$ cat src/rtl/alarm_bank_ctrl.sv
// Multi-slot alarm controller: N_ALARMS hh:mm slots, ring/snooze/dismiss FSM, 1 Hz buzzer.
// Optional snooze support is built when the SNOOZE_EN macro is defined.

module alarm_slot (
  input  logic       clk,
  input  logic       rst,
  input  logic       wr_en,
  input  logic [4:0] wr_hr,
  input  logic [5:0] wr_min,
  input  logic       wr_on,
  input  logic       min_tick,
  input  logic [4:0] cur_hr,
  input  logic [5:0] cur_min,
  output logic [4:0] hr,
  output logic [5:0] min,
  output logic       on,
  output logic       hit
);

  always_ff @(posedge clk or posedge rst) begin
    if (rst) begin
      hr  <= '0;
      min <= '0;
      on  <= 1'b0;
    end else if (wr_en) begin
      hr  <= wr_hr;
      min <= wr_min;
      on  <= wr_on;
    end
  end

  assign hit = min_tick && on && (hr == cur_hr) && (min == cur_min);

endmodule

module alarm_bank_ctrl #(
  parameter int N_ALARMS   = 4,
  parameter int SNOOZE_MIN = 5,
  parameter int RING_SECS  = 60,
  localparam int IDX_W     = $clog2(N_ALARMS)
) (
  input  logic                clk,
  input  logic                rst,
  input  logic                sec_tick,
  input  logic                min_tick,
  input  logic [4:0]          cur_hr,
  input  logic [5:0]          cur_min,
  input  logic                wr_en,
  input  logic [IDX_W-1:0]    wr_idx,
  input  logic [4:0]          wr_hr,
  input  logic [5:0]          wr_min,
  input  logic                wr_on,
  input  logic [IDX_W-1:0]    rd_idx,
  output logic [4:0]          rd_hr,
  output logic [5:0]          rd_min,
  input  logic                snooze,
  input  logic                dismiss,
  output logic [N_ALARMS-1:0] alarm_on,
  output logic                ringing,
  output logic                snoozed,
  output logic [IDX_W-1:0]    ring_idx,
  output logic                buzz
);

  localparam logic [1:0] ST_IDLE = 2'd0;
  localparam logic [1:0] ST_RING = 2'd1;
`ifdef SNOOZE_EN
  localparam logic [1:0] ST_SNZ  = 2'd2;
`endif
  localparam logic [7:0] RING_LAST = 8'(RING_SECS - 1);

  logic [1:0]                state;
  logic [7:0]                ring_cnt;
  logic [N_ALARMS-1:0][4:0]  slot_hr;
  logic [N_ALARMS-1:0][5:0]  slot_min;
  logic [N_ALARMS-1:0]       slot_on;
  logic [N_ALARMS-1:0]       slot_hit;
  logic [N_ALARMS-1:0]       slot_wr;
  logic                      wr_ok;
  logic                      hit_any;
  logic [IDX_W-1:0]          hit_idx;
  logic                      slot_off;

  // Out-of-range time or slot index drops the whole write.
  assign wr_ok = wr_en && (wr_hr <= 5'd23) && (wr_min <= 6'd59) &&
                 (32'(wr_idx) < N_ALARMS);

  genvar g;
  generate
    for (g = 0; g < N_ALARMS; g++) begin : g_slot
      assign slot_wr[g] = wr_ok && (32'(wr_idx) == g);
      alarm_slot u_slot (
        .clk      (clk),
        .rst      (rst),
        .wr_en    (slot_wr[g]),
        .wr_hr    (wr_hr),
        .wr_min   (wr_min),
        .wr_on    (wr_on),
        .min_tick (min_tick),
        .cur_hr   (cur_hr),
        .cur_min  (cur_min),
        .hr       (slot_hr[g]),
        .min      (slot_min[g]),
        .on       (slot_on[g]),
        .hit      (slot_hit[g])
      );
    end
  endgenerate

  assign alarm_on = slot_on;

  always_comb begin
    rd_hr  = '0;
    rd_min = '0;
    if (32'(rd_idx) < N_ALARMS) begin
      rd_hr  = slot_hr[rd_idx];
      rd_min = slot_min[rd_idx];
    end
  end

  // Lowest matching slot wins.
  always_comb begin
    hit_idx = '0;
    for (int i = N_ALARMS - 1; i >= 0; i--)
      if (slot_hit[i]) hit_idx = IDX_W'(i);
  end
  assign hit_any = |slot_hit;

  // Active slot disabled now, or being disabled by this cycle's write.
  assign slot_off = !slot_on[ring_idx] ||
                    (wr_ok && (wr_idx == ring_idx) && !wr_on);

`ifdef SNOOZE_EN
  logic [4:0] snz_hr, nxt_hr;
  logic [5:0] snz_min, nxt_min;
  logic [6:0] snz_sum;

  always_comb begin
    snz_sum = {1'b0, cur_min} + 7'(SNOOZE_MIN);
    nxt_hr  = cur_hr;
    nxt_min = snz_sum[5:0];
    if (snz_sum >= 7'd60) begin
      nxt_min = 6'(snz_sum - 7'd60);
      nxt_hr  = (cur_hr == 5'd23) ? 5'd0 : cur_hr + 5'd1;
    end
  end
`else
  logic unused_snooze;
  assign unused_snooze = snooze;
`endif

  always_ff @(posedge clk or posedge rst) begin
    if (rst) begin
      state    <= ST_IDLE;
      ring_idx <= '0;
      ring_cnt <= '0;
      buzz     <= 1'b0;
`ifdef SNOOZE_EN
      snz_hr   <= '0;
      snz_min  <= '0;
`endif
    end else begin
      case (state)
        ST_IDLE: begin
          if (hit_any && !dismiss) begin
            state    <= ST_RING;
            ring_idx <= hit_idx;
            ring_cnt <= '0;
            buzz     <= 1'b1;
          end
        end
        ST_RING: begin
          if (dismiss || slot_off) begin
            state <= ST_IDLE;
            buzz  <= 1'b0;
          end
`ifdef SNOOZE_EN
          else if (snooze) begin
            state   <= ST_SNZ;
            buzz    <= 1'b0;
            snz_hr  <= nxt_hr;
            snz_min <= nxt_min;
          end
`endif
          else if (sec_tick) begin
            if (ring_cnt == RING_LAST) begin
              state <= ST_IDLE;
              buzz  <= 1'b0;
            end else begin
              ring_cnt <= ring_cnt + 8'd1;
              buzz     <= ~buzz;
            end
          end
        end
`ifdef SNOOZE_EN
        ST_SNZ: begin
          buzz <= 1'b0;
          if (dismiss || slot_off) begin
            state <= ST_IDLE;
          end else if (min_tick && (cur_hr == snz_hr) && (cur_min == snz_min)) begin
            state    <= ST_RING;
            ring_cnt <= '0;
            buzz     <= 1'b1;
          end else if (hit_any) begin
            // A fresh alarm supersedes the pending snooze.
            state    <= ST_RING;
            ring_idx <= hit_idx;
            ring_cnt <= '0;
            buzz     <= 1'b1;
          end
        end
`endif
        default: begin
          state <= ST_IDLE;
          buzz  <= 1'b0;
        end
      endcase
    end
  end

  assign ringing = (state == ST_RING);
`ifdef SNOOZE_EN
  assign snoozed = (state == ST_SNZ);
`else
  assign snoozed = 1'b0;
`endif

endmodule

$ cat config.mk
export PLATFORM = sky130hd
export DESIGN_NAME = alarm_bank_ctrl
export DESIGN_NICKNAME = d
export VERILOG_FILES = /design/src/rtl/alarm_bank_ctrl.sv
export SDC_FILE = /design/constraint.sdc
export NUM_CORES = 1
export LEC_CHECK = 0
export CAP_MARGIN = 30
export CORE_MARGIN = 2
export CORE_UTILIZATION = 49
export CTS_CLUSTER_SIZE = 10
export DETAILED_ROUTE_END_ITERATION = 8
export PLACE_DENSITY = 0.78
export SETUP_SLACK_MARGIN = 0.1
export SYNTH_ARGS = -nofsm -noshare
export SYNTH_HDL_FRONTEND = slang
export SYNTH_SLANG_ARGS = --single-unit
$ cat constraint.sdc
create_clock -name clk -period 1.9 [get_ports clk]
set_clock_uncertainty 0.2 [all_clocks]
set_input_delay 0.38 -clock clk [delete_from_list [all_inputs] [get_ports clk]]
set_output_delay 0.38 -clock clk [all_outputs]
set_load 0.05 [all_outputs]
[After elaboration in Yosys (flattened, before gate mapping)]
Index checks and enable logic that the tools add are counted.
Word-level totals
  flip-flop bits (word level): 61
  input bits: 34
  output and inout port bits: 20
  logic and storage cells: 101
Operators by class
  add/subtract/negate cells: 1
  order comparisons: 4
  equality and inequality tests: 20
  multiplexer cells: 25
  bitwise operators: 1
  reductions and logical operators: 34
Operator list (count)
  8-bit two-way mux: 4
  6-bit == test: 4
  1-bit logical AND: 21
  5-bit == test: 4
  2-bit two-way mux: 8
  8-bit one-hot mux with 2 select lines: 1
  6-bit binary-select mux with 2-bit select: 1
  5-bit binary-select mux with 2-bit select: 1
  8-bit by 1-bit adder with 8-bit output (second input constant): 1
  8-bit by 6-bit == test with 1-bit output (second input constant): 1
  2-bit != test (second input constant): 4
  6-bit less-or-equal comparator (second input constant): 1
  2-bit by 3-bit < comparator with 1-bit output (second input constant): 2
  6-bit two-way mux: 1
  5-bit less-or-equal comparator (second input constant): 1
  1-bit two-way mux: 5
  5-bit two-way mux: 1
  5-bit AND reduction: 1
  2-bit by 1-bit == test with 1-bit output (second input constant): 2
  2-bit == test (second input constant): 2
  2-bit zero test: 2
  2-bit one-hot mux with 2 select lines: 1
  2-bit AND reduction: 2
  4-bit OR reduction: 1
  10 further kinds: 13

[Logic depth before layout (Yosys ltp)]
Gate-level depths: netlist (run 1).
  depth in word-level cells: 9
  depth in mapped cells: 6
  depth with buffers taken out: 6

[By module]
From an unflattened synthesis (run 1), not the netlist that was laid out.
Unflattened totals
  cell total of the unflattened synthesis: 273
  area, all modules: 3385.7 um^2
By module, submodules not included
  alarm_slot: instances 4, cells an instance 42, area each 576.8 um^2, sequential area each 300.3 um^2
  alarm_bank_ctrl: instances 1, cells an instance 105, area each 1078.5 um^2, sequential area each 300.3 um^2

[Worst setup path after synthesis (run 1)]
OpenSTA, ideal clock, no wires.
  path type: register to register
  start point: register ring_idx[1]
  end point: register buzz
  setup time: 124 ps
  data arrival time: 1991 ps
  data required time: 1576 ps
  setup slack: -415 ps
  stages on the path, launching flop included: 6
  path buffers: 0
  period minus slack after synthesis: 2315 ps
  cells stage by stage: dfrtp_1 mux4_1 and2b_2 o2111ai_2 a21oi_1 a211o_1
On the way
  longest elaborated chain between the ends: 7
  elaborated cells between the ends (all ways): 12
  those cells by class: eq/ne: 2; mux: 4; reduce/logical: 6
RTL lines
  start: declaration: line 61  | output logic [IDX_W-1:0] ring_idx,
  start signal: assignment: line 167  | ring_idx <= hit_idx;
  1-bit binary-select mux with 2-bit select or 2-bit == test (tied branches): line 130, 131
  1-bit two-way mux (not written as such) or 1-bit logical AND (tied branches): line 130, 131
  1-bit zero test or 1-bit logical AND (tied branches): line 130, 131
  1-bit logical OR *: line 130  | assign slot_off = !slot_on[ring_idx] ||
  1-bit logical OR *: line 173  | if (dismiss || slot_off) begin
  1-bit two-way mux or 3-bit by 2-bit != test with 1-bit output (tied branches)
  1-bit one-hot mux with 2 select lines or 2-bit AND reduction (tied branches)
  end signal: assignment: line 191  | buzz <= ~buzz;
  end: declaration: line 62  | output logic buzz
Every way passes the cells marked *; elsewhere a longest branch is shown, timed or not. The select of a mux whose other input is x is not followed.
A chain may end at the register's enable or synchronous reset.

[Worst setup path in the final report (run 1)]
  start point: register ring_idx[1]
  end point: register ring_cnt[0]
On the way
  longest elaborated chain between the ends: 7
  elaborated cells between the ends (all ways): 10
  those cells by class: eq/ne: 2; mux: 2; reduce/logical: 6
RTL lines
  1-bit binary-select mux with 2-bit select or 2-bit == test (tied branches): line 130, 131
  1-bit two-way mux (not written as such) or 1-bit logical AND (tied branches): line 130, 131
  1-bit zero test or 1-bit logical AND (tied branches): line 130, 131
  1-bit logical OR *: line 130
  1-bit logical OR *: line 173
  2-bit != test (no source line) *
  5-bit AND reduction (no source line) *
  end signal: assignment: line 190  | ring_cnt <= ring_cnt + 8'd1;
  end: declaration: line 73  | logic [7:0] ring_cnt;
Marks and branches as above.

==> results of run 1 <==
==> layout make-up <==
cell class	count	area (um^2)	area share, %
sequential	60	1510	28.8
timing repair buffer	133	1370	26.2
multi-input combinational	190	2060	39.4
inverter	8	33.8	0.647
clock inverter	3	15.0	0.287
tap	80	100	1.92
clock buffer	11	141	2.71
==> synth_stat cells, drive strengths merged <==
master,instances
inv,8
o2111a,1
nand3b,2
o211ai,1
and2b,1
or2,1
mux4,12
or2b,1
conb,1
dfrtp,60
a211o,1
a211oi,1
a31o,2
nor4,13
a41oi,1
nand2,11
xor2,46
clkbuf,2
xnor2,3
a2111oi,2
nand4,4
o21ai,2
mux2,48
or3,1
buf,11
o2111ai,1
or4,2
and3,4
a2bb2oi,2
nor2,4
o31ai,3
a21oi,8
nor3,2
nand3,8
ha,1
==> how the worst max path moves through the flow <==
stage                                                   start                      end  slack, ns  cells past startpoint
after floorplan                       ring_idx[1]$_DFFE_PP0P_  ring_cnt[6]$_DFFE_PP0P_      -0.18                      5
after global routing      g_slot[2].u_slot.min[2]$_DFFE_PP0P_  ring_cnt[0]$_DFFE_PP0P_      -0.32                      8
after global placement                             cur_min[0]  ring_cnt[0]$_DFFE_PP0P_      -0.67                      8
after CTS                 g_slot[2].u_slot.min[0]$_DFFE_PP0P_                rd_min[0]      -0.19                      3
final                                 ring_idx[1]$_DFFE_PP0P_  ring_cnt[0]$_DFFE_PP0P_      -0.25                      7
after detailed placement                           cur_min[0]  ring_cnt[1]$_DFFE_PP0P_      -0.74                      8
==> repair_timing <==
action | 4_1_cts | 5_1_grt
setup buffers | 16 | 5
cloned | 3 | 0
hold buffers | 0 | 0
pin swaps | 10 | 15
endpoints found under the setup margin | 71 | 35
resized for setup | 75 | 35
==> per-stage QoR <==
step	TNS, ns	hold WS (ns)	utilization [%]	total power, uW
final	-3.47	0.193	77.8	4660
after global placement	-31.25	0.316	67.4	3230
after global routing	-4.68	0.197	77.8	4820
after detailed placement	-33.83	0.339	67.4	3270
after CTS	-2.97	0.286	75.3	4460
after floorplan	-0.868	0.286	-	2670
==> cell families (layout without fill, tap and decap cells) <==
kind of cell / after synthesis / after routing / synth area share (%)
buf+inv: 21 / 155 / 3.08
compound gates: 25 / 25 / 6.15
xor+xnor: 49 / 49 / 12.7
mux: 60 / 60 / 24.1
other cells: 1 / 1 / 0.111
flops: 60 / 60 / 44.5
fa+ha+maj: 1 / 1 / 0.370
simple gates: 54 / 54 / 9.00
==> routing by layer <==
metal  vias up  share of wire (%)
li1       1255                  -
met1      1515                 39
met2       175                 50
met3        48                6.7
met4         0                5.0
met5         -                  0
==> registers in the layout, summed over array words and instances, names as in the netlist <==
register and cells:
buzz 1, g_slot.u_slot.hr 20, g_slot.u_slot.min 24, g_slot.u_slot.on 4, ring_cnt 8, ring_idx 2
state 1
==> power breakdown <==
| group | total, uW | leakage, uW | internal [uW] | switching, uW |
|---|---|---|---|---|
| Combinational | 1930 | 0.00150 | 956 | 973 |
| Clock | 975 | 0.0000848 | 488 | 487 |
| Sequential | 1750 | 0.000713 | 1520 | 234 |
==> reports/summary.txt, run 1 <==
Clk Latency, worst-skew pair -> 0.34 ns
Core Area -> 6720 um^2
Met3 Usage GRT -> 6.64%
Largest net degree at the start of global routing -> 61
FILL cells -> 351
Final ANT Viol Nets -> 0
Post-route worst setup slack -> -0.252 ns
Slowest stage cell, crit path -> mux4_2
WL/cell -> 23.5 um
Met1 GRT Util -> 35.3%
TritonCTS Buffers -> 9
Sequential area share after synthesis -> 44.5%
DIE WIDTH -> 87.0 um
Commonest cells after routing, fill and taps aside -> buf_4 (63), dfrtp_1 (56), mux2_2 (45)
Fmax -> 465 MHz
WHS Endpoint -> g_slot[3].u_slot.min[5]$_DFFE_PP0P_
Hpwl dp -> 6260 um
Synth area leaders -> dfrtp_1 (44%), mux2_2 (16%), xor2_1 (12%)
Post-synthesis net count -> 306
Hold WC Path Type -> in -> reg
Most common cell after layout, fill and taps aside -> buf_4
Die Footprint -> 7570 um^2
Failing checks -> negative setup slack
Port bufs -> 51
Nets@finish -> 437
Top-level I/O count -> 54
Vias in the first global route -> 3125
Placement Setup Slack -> -0.735 ns
Final period util -> 113%
Initial antenna violation count -> 0
Post-synth top area cell -> dfrtp_1
CTS tree -> built
H-tree levels -> 3
Clock sink total -> 60
RR Startpoint -> ring_idx[1]$_DFFE_PP0P_
Via count -> 2993
Buf/Inv on CP -> 2
P&R area growth vs syn -> 54.7%
Starting density of the core -> 50.3%
Post-synthesis register bit count -> 60
Pre-antenna DRT Iters -> 5
Synth top area share -> 44.5%
Crit path max fanout -> 4
WHS Path Cells -> 2
WS Path Type -> reg -> reg
Final Max Slew Viols -> 0
Placed cells -> 447
Cell Area, Synth -> 3380 um^2
Starting DRC count in detailed routing -> 207
Drt total wl -> 11400 um
Layout cell share with drive strength beyond 1 -> 55.6%
Data required time of the worst path -> 1.90 ns
Vias/cell -> 6.17
Status -> complete, but fails checks
Syn_area_per_cell -> 12.5 um^2
R2R depth -> 7
PD cells -> 891 nW/um^2
GR Util All Layers -> 29.6%
Max Root-Sink Buffers -> 2
Design Area, Final -> 5230 um^2
Hold path startpoint -> wr_min[5]
Dpl cell area -> 4530 um^2
Diode count -> 0
Post-Synthesis Cells -> 271
Die Y -> 87.0 um
Yosys cell types -> 40
Final setup vio count -> 23
First-pass GRT wire length -> 16600 um
CP peak stage delay -> 0.55 ns
Residual DRC -> 0
Routability Congestion -> 0.857
GR peak layer -> met2
M2 GR Usage -> 50.4%
Layout Cells excl Fill -> 485
Max_cap viols -> 0
Startpoint types -> flip-flop
CP top delay family -> multiplexers
FF-to-FF setup slack -> -0.25 ns
CP Data Arrival Time -> 2.15 ns
CP Cell Sequence -> mux4_2, and2b_2, buf_6, o2111a_2, buf_4, nand3_1, o31ai_1
Final hold violation count -> 0
CP Capture Type -> flip-flop
Peak VDD IR -> 0.000548 V
Row cnt -> 30
Min Tclk post-route -> 2.15 ns
Clk slew on worst S/H paths -> 0.06 ns
Leak Pwr -> 0.00230 uW
RSZ-0062 raised after global routing -> yes
Synth warn -> 0
Total gr overflow -> 0
CTS Root Cell -> clkbuf_8
R2r endpoint -> ring_cnt[0]$_DFFE_PP0P_
Note: power is estimated with default switching activity, not from simulation.
==> run 2: changes to the inputs <==
Settings changed: CAP_MARGIN 30 to not set.
==> results of run 2 <==
Same layout as run 1: the final DEF is identical, and so are final timing and power.
==> run 3: changes to the inputs <==
Settings changed: CORE_UTILIZATION 49 to 50, CTS_BUF_LIST set to sky130_fd_sc_hd__clkbuf_8, PLACE_DENSITY 0.78 to 0.79, SETUP_SLACK_MARGIN 0.1 to not set.
==> reports/summary.txt, run 3 (synthesis gave the netlist of run 1 again) <==
H-tree levels -> 3 (unchanged)
Final period util -> 115% (was 113%)
Starting density of the core -> 52.3% (was 50.3%)
Final hold violation count -> 0 (unchanged)
P&R area growth vs syn -> 52.6% (was 54.7%)
First-pass GRT wire length -> 15100 um (was 16600 um)
WS Path Type -> reg -> reg (unchanged)
FILL cells -> 341 (was 351)
CP Capture Type -> flip-flop (unchanged)
Nets@finish -> 430 (was 437)
Hpwl dp -> 6480 um (was 6260 um)
Biggest regs -> g_slot.u_slot.min: 24 flops, g_slot.u_slot.hr: 20 flops, ring_cnt: 8 flops (unchanged)
Max_cap viols -> 0 (unchanged)
Total gr overflow -> 0 (unchanged)
Initial antenna violation count -> 0 (unchanged)
Pre-antenna DRT Iters -> 5 (unchanged)
Failing checks -> negative setup slack (unchanged)
Fmax -> 456 MHz (was 465 MHz)
Die Footprint -> 7430 um^2 (was 7570 um^2)
Startpoint types -> flip-flop (unchanged)
TritonCTS Buffers -> 9 (unchanged)
Status -> complete, but fails checks (unchanged)
Routability Congestion -> 0.865 (was 0.857)
Vias/cell -> 6.19 (was 6.17)
DIE WIDTH -> 86.2 um (was 87.0 um)
Clk slew on worst S/H paths -> 0.08 ns (was 0.06 ns)
Vias in the first global route -> 2875 (was 3125)
CTS tree -> built (unchanged)
Clock sink total -> 60 (unchanged)
Top-level I/O count -> 54 (unchanged)
Hold WC Path Type -> in -> async (was in -> reg)
Crit path max fanout -> 5 (was 4)
CTS Root Cell -> clkbuf_8 (unchanged)
Final ANT Viol Nets -> 0 (unchanged)
FF-to-FF setup slack -> -0.29 ns (was -0.25 ns)
Max_slew headroom -> 66.1%
Worst Setup EP -> ring_cnt[0]$_DFFE_PP0P_ (unchanged)
Design Area, Final -> 5150 um^2 (was 5230 um^2)
Final Max Slew Viols -> 0 (unchanged)
Largest net degree at the start of global routing -> 22 (was 61)
Starting DRC count in detailed routing -> 265 (was 207)
Max Root-Sink Buffers -> 2 (unchanged)
Crit path launch -> g_slot[2].u_slot.hr[1]$_DFFE_PP0P_ (was ring_idx[1]$_DFFE_PP0P_)
Min Tclk post-route -> 2.19 ns (was 2.15 ns)
Via count -> 2954 (was 2993)
Pwr Total -> 4930 uW (was 4660 uW)
Clk Latency, worst-skew pair -> 0.35 ns (was 0.34 ns)
Least-Margin Pin Slew -> 0.504 ns
Final Util -> 79.8% (was 77.8%)
CP Data Arrival Time -> 2.23 ns (was 2.15 ns)
Largest Register -> g_slot.u_slot.min (unchanged)
R2R depth -> 7 (unchanged)
RR Startpoint -> g_slot[2].u_slot.hr[1]$_DFFE_PP0P_ (was ring_idx[1]$_DFFE_PP0P_)
Port bufs -> 51 (unchanged)
Peak VDD IR -> 0.000722 V (was 0.000548 V)
WL/cell -> 23.6 um (was 23.5 um)
Hold-fix buffers, CTS -> 0 (unchanged)
Dpl cell area -> 4480 um^2 (was 4530 um^2)
RSZ-0062 raised after global routing -> yes (unchanged)
Drt total wl -> 11200 um (was 11400 um)
Hold WS -> 0.152 ns (was 0.193 ns)
PD cells -> 956 nW/um^2 (was 891 nW/um^2)
Final setup vio count -> 23 (unchanged)
Commonest cells after routing, fill and taps aside -> dfrtp_1 (57), buf_4 (57), mux2_2 (48) (was buf_4 (63), dfrtp_1 (56), mux2_2 (45))
GR Util All Layers -> 27.4% (was 29.6%)
R2r endpoint -> ring_cnt[0]$_DFFE_PP0P_ (unchanged)
Post-route worst setup slack -> -0.293 ns (was -0.252 ns)
Layout cell share with drive strength beyond 1 -> 54.3% (was 55.6%)
Core Area -> 6460 um^2 (was 6720 um^2)
Diode count -> 0 (unchanged)
Die Y -> 86.2 um (was 87.0 um)
Seq. cell area -> 1510 um^2 (about the same)
Data required time of the worst path -> 1.94 ns (was 1.90 ns)
Footprint of the multi-input gates -> 2020 um^2 (was 2060 um^2)
Residual DRC -> 0 (unchanged)
Leak Pwr -> 0.00225 uW (was 0.00230 uW)
Max reg flops -> 24 (unchanged)
Row cnt -> 29 (was 30)
## run 3: cell count changes in the layout (fill, tap and decap cells not counted), moves of 3 or more
cell / change
buf_6: +3
buf_4: -6
dlygate4sd2_1: +3
buf_8: -3
clkdlybuf4s15_1: -3
clkdlybuf4s50_1: +3
mux2_2: +3
mux2_4: -3
## run 3: repair_timing
action | in CTS | in global routing
buffers inserted | 17 | 5
endpoints found under the hold margin | 0 | 0
gates resized for setup | 57 | 31
endpoints found under the setup margin | 71 | 35
gates cloned | 0 | 1
pin swaps | 17 | 12
## run 3: layout make-up
class / count / area share [%]
Clock inverter: 7 / 1.92
Clock buffer: 9 / 2.40
Multi-Input combinational cell: 190 / 39.3
Timing Repair Buffer: 126 / 24.7
Tap cell: 77 / 1.87
Sequential cell: 60 / 29.2
Inverter: 8 / 0.655
## run 3: how the worst min path moves through the flow
stage,startpoint,cells past startpoint,slack (ns),end
floorplan,rst,1,0.29,buzz$_DFFE_PP0P_
detailed placement,ring_cnt[5]$_DFFE_PP0P_,2,0.34,ring_cnt[5]$_DFFE_PP0P_
global placement,ring_cnt[5]$_DFFE_PP0P_,2,0.31,ring_cnt[5]$_DFFE_PP0P_
global route,rst,2,0.16,ring_cnt[7]$_DFFE_PP0P_
finish,rst,2,0.15,ring_cnt[6]$_DFFE_PP0P_
CTS,rst,2,0.14,ring_cnt[4]$_DFFE_PP0P_
## run 3: per-layer routing
layer / wire length (um) / vias to the layer above / part of all wire [%] / track usage, %
met5: 0 / - / 0 / 0
li1: - / 1242 / - / -
met3: 788 / 44 / 7.0 / 8.48
met2: 5710 / 166 / 51 / 44.9
met4: 463 / 0 / 4.1 / 8.66
met1: 4280 / 1502 / 38 / 35.1
## run 3: metrics by stage
| stage | std cells | setup slack, ns | setup TNS (ns) |
|---|---|---|---|
| after floorplan | 271 | -0.179 | -0.863 |
| after global placement | 438 | -0.562 | -31.52 |
| after detailed placement | 438 | -0.648 | -33.34 |
| after CTS | 471 | -0.214 | -1.88 |
| after global routing | 477 | -0.282 | -4.69 |
| final | 477 | -0.293 | -4.57 |
## run 3: power breakdown
| part | total (uW) | switching [uW] | internal (uW) |
|---|---|---|---|
| clock network | 1300 | 556 | 746 |
| logic | 1900 | 976 | 920 |
| registers | 1730 | 215 | 1520 |
## run 3: worst max-delay path, stage by stage, from the launching register on
cell	delay (ns)
dfrtp_1	0.40
buf_4	0.16
xor2_1	0.17
nor4_1	0.46
nand3_2	0.21
a41oi_4	0.25
buf_6	0.17
o31ai_2	0.06
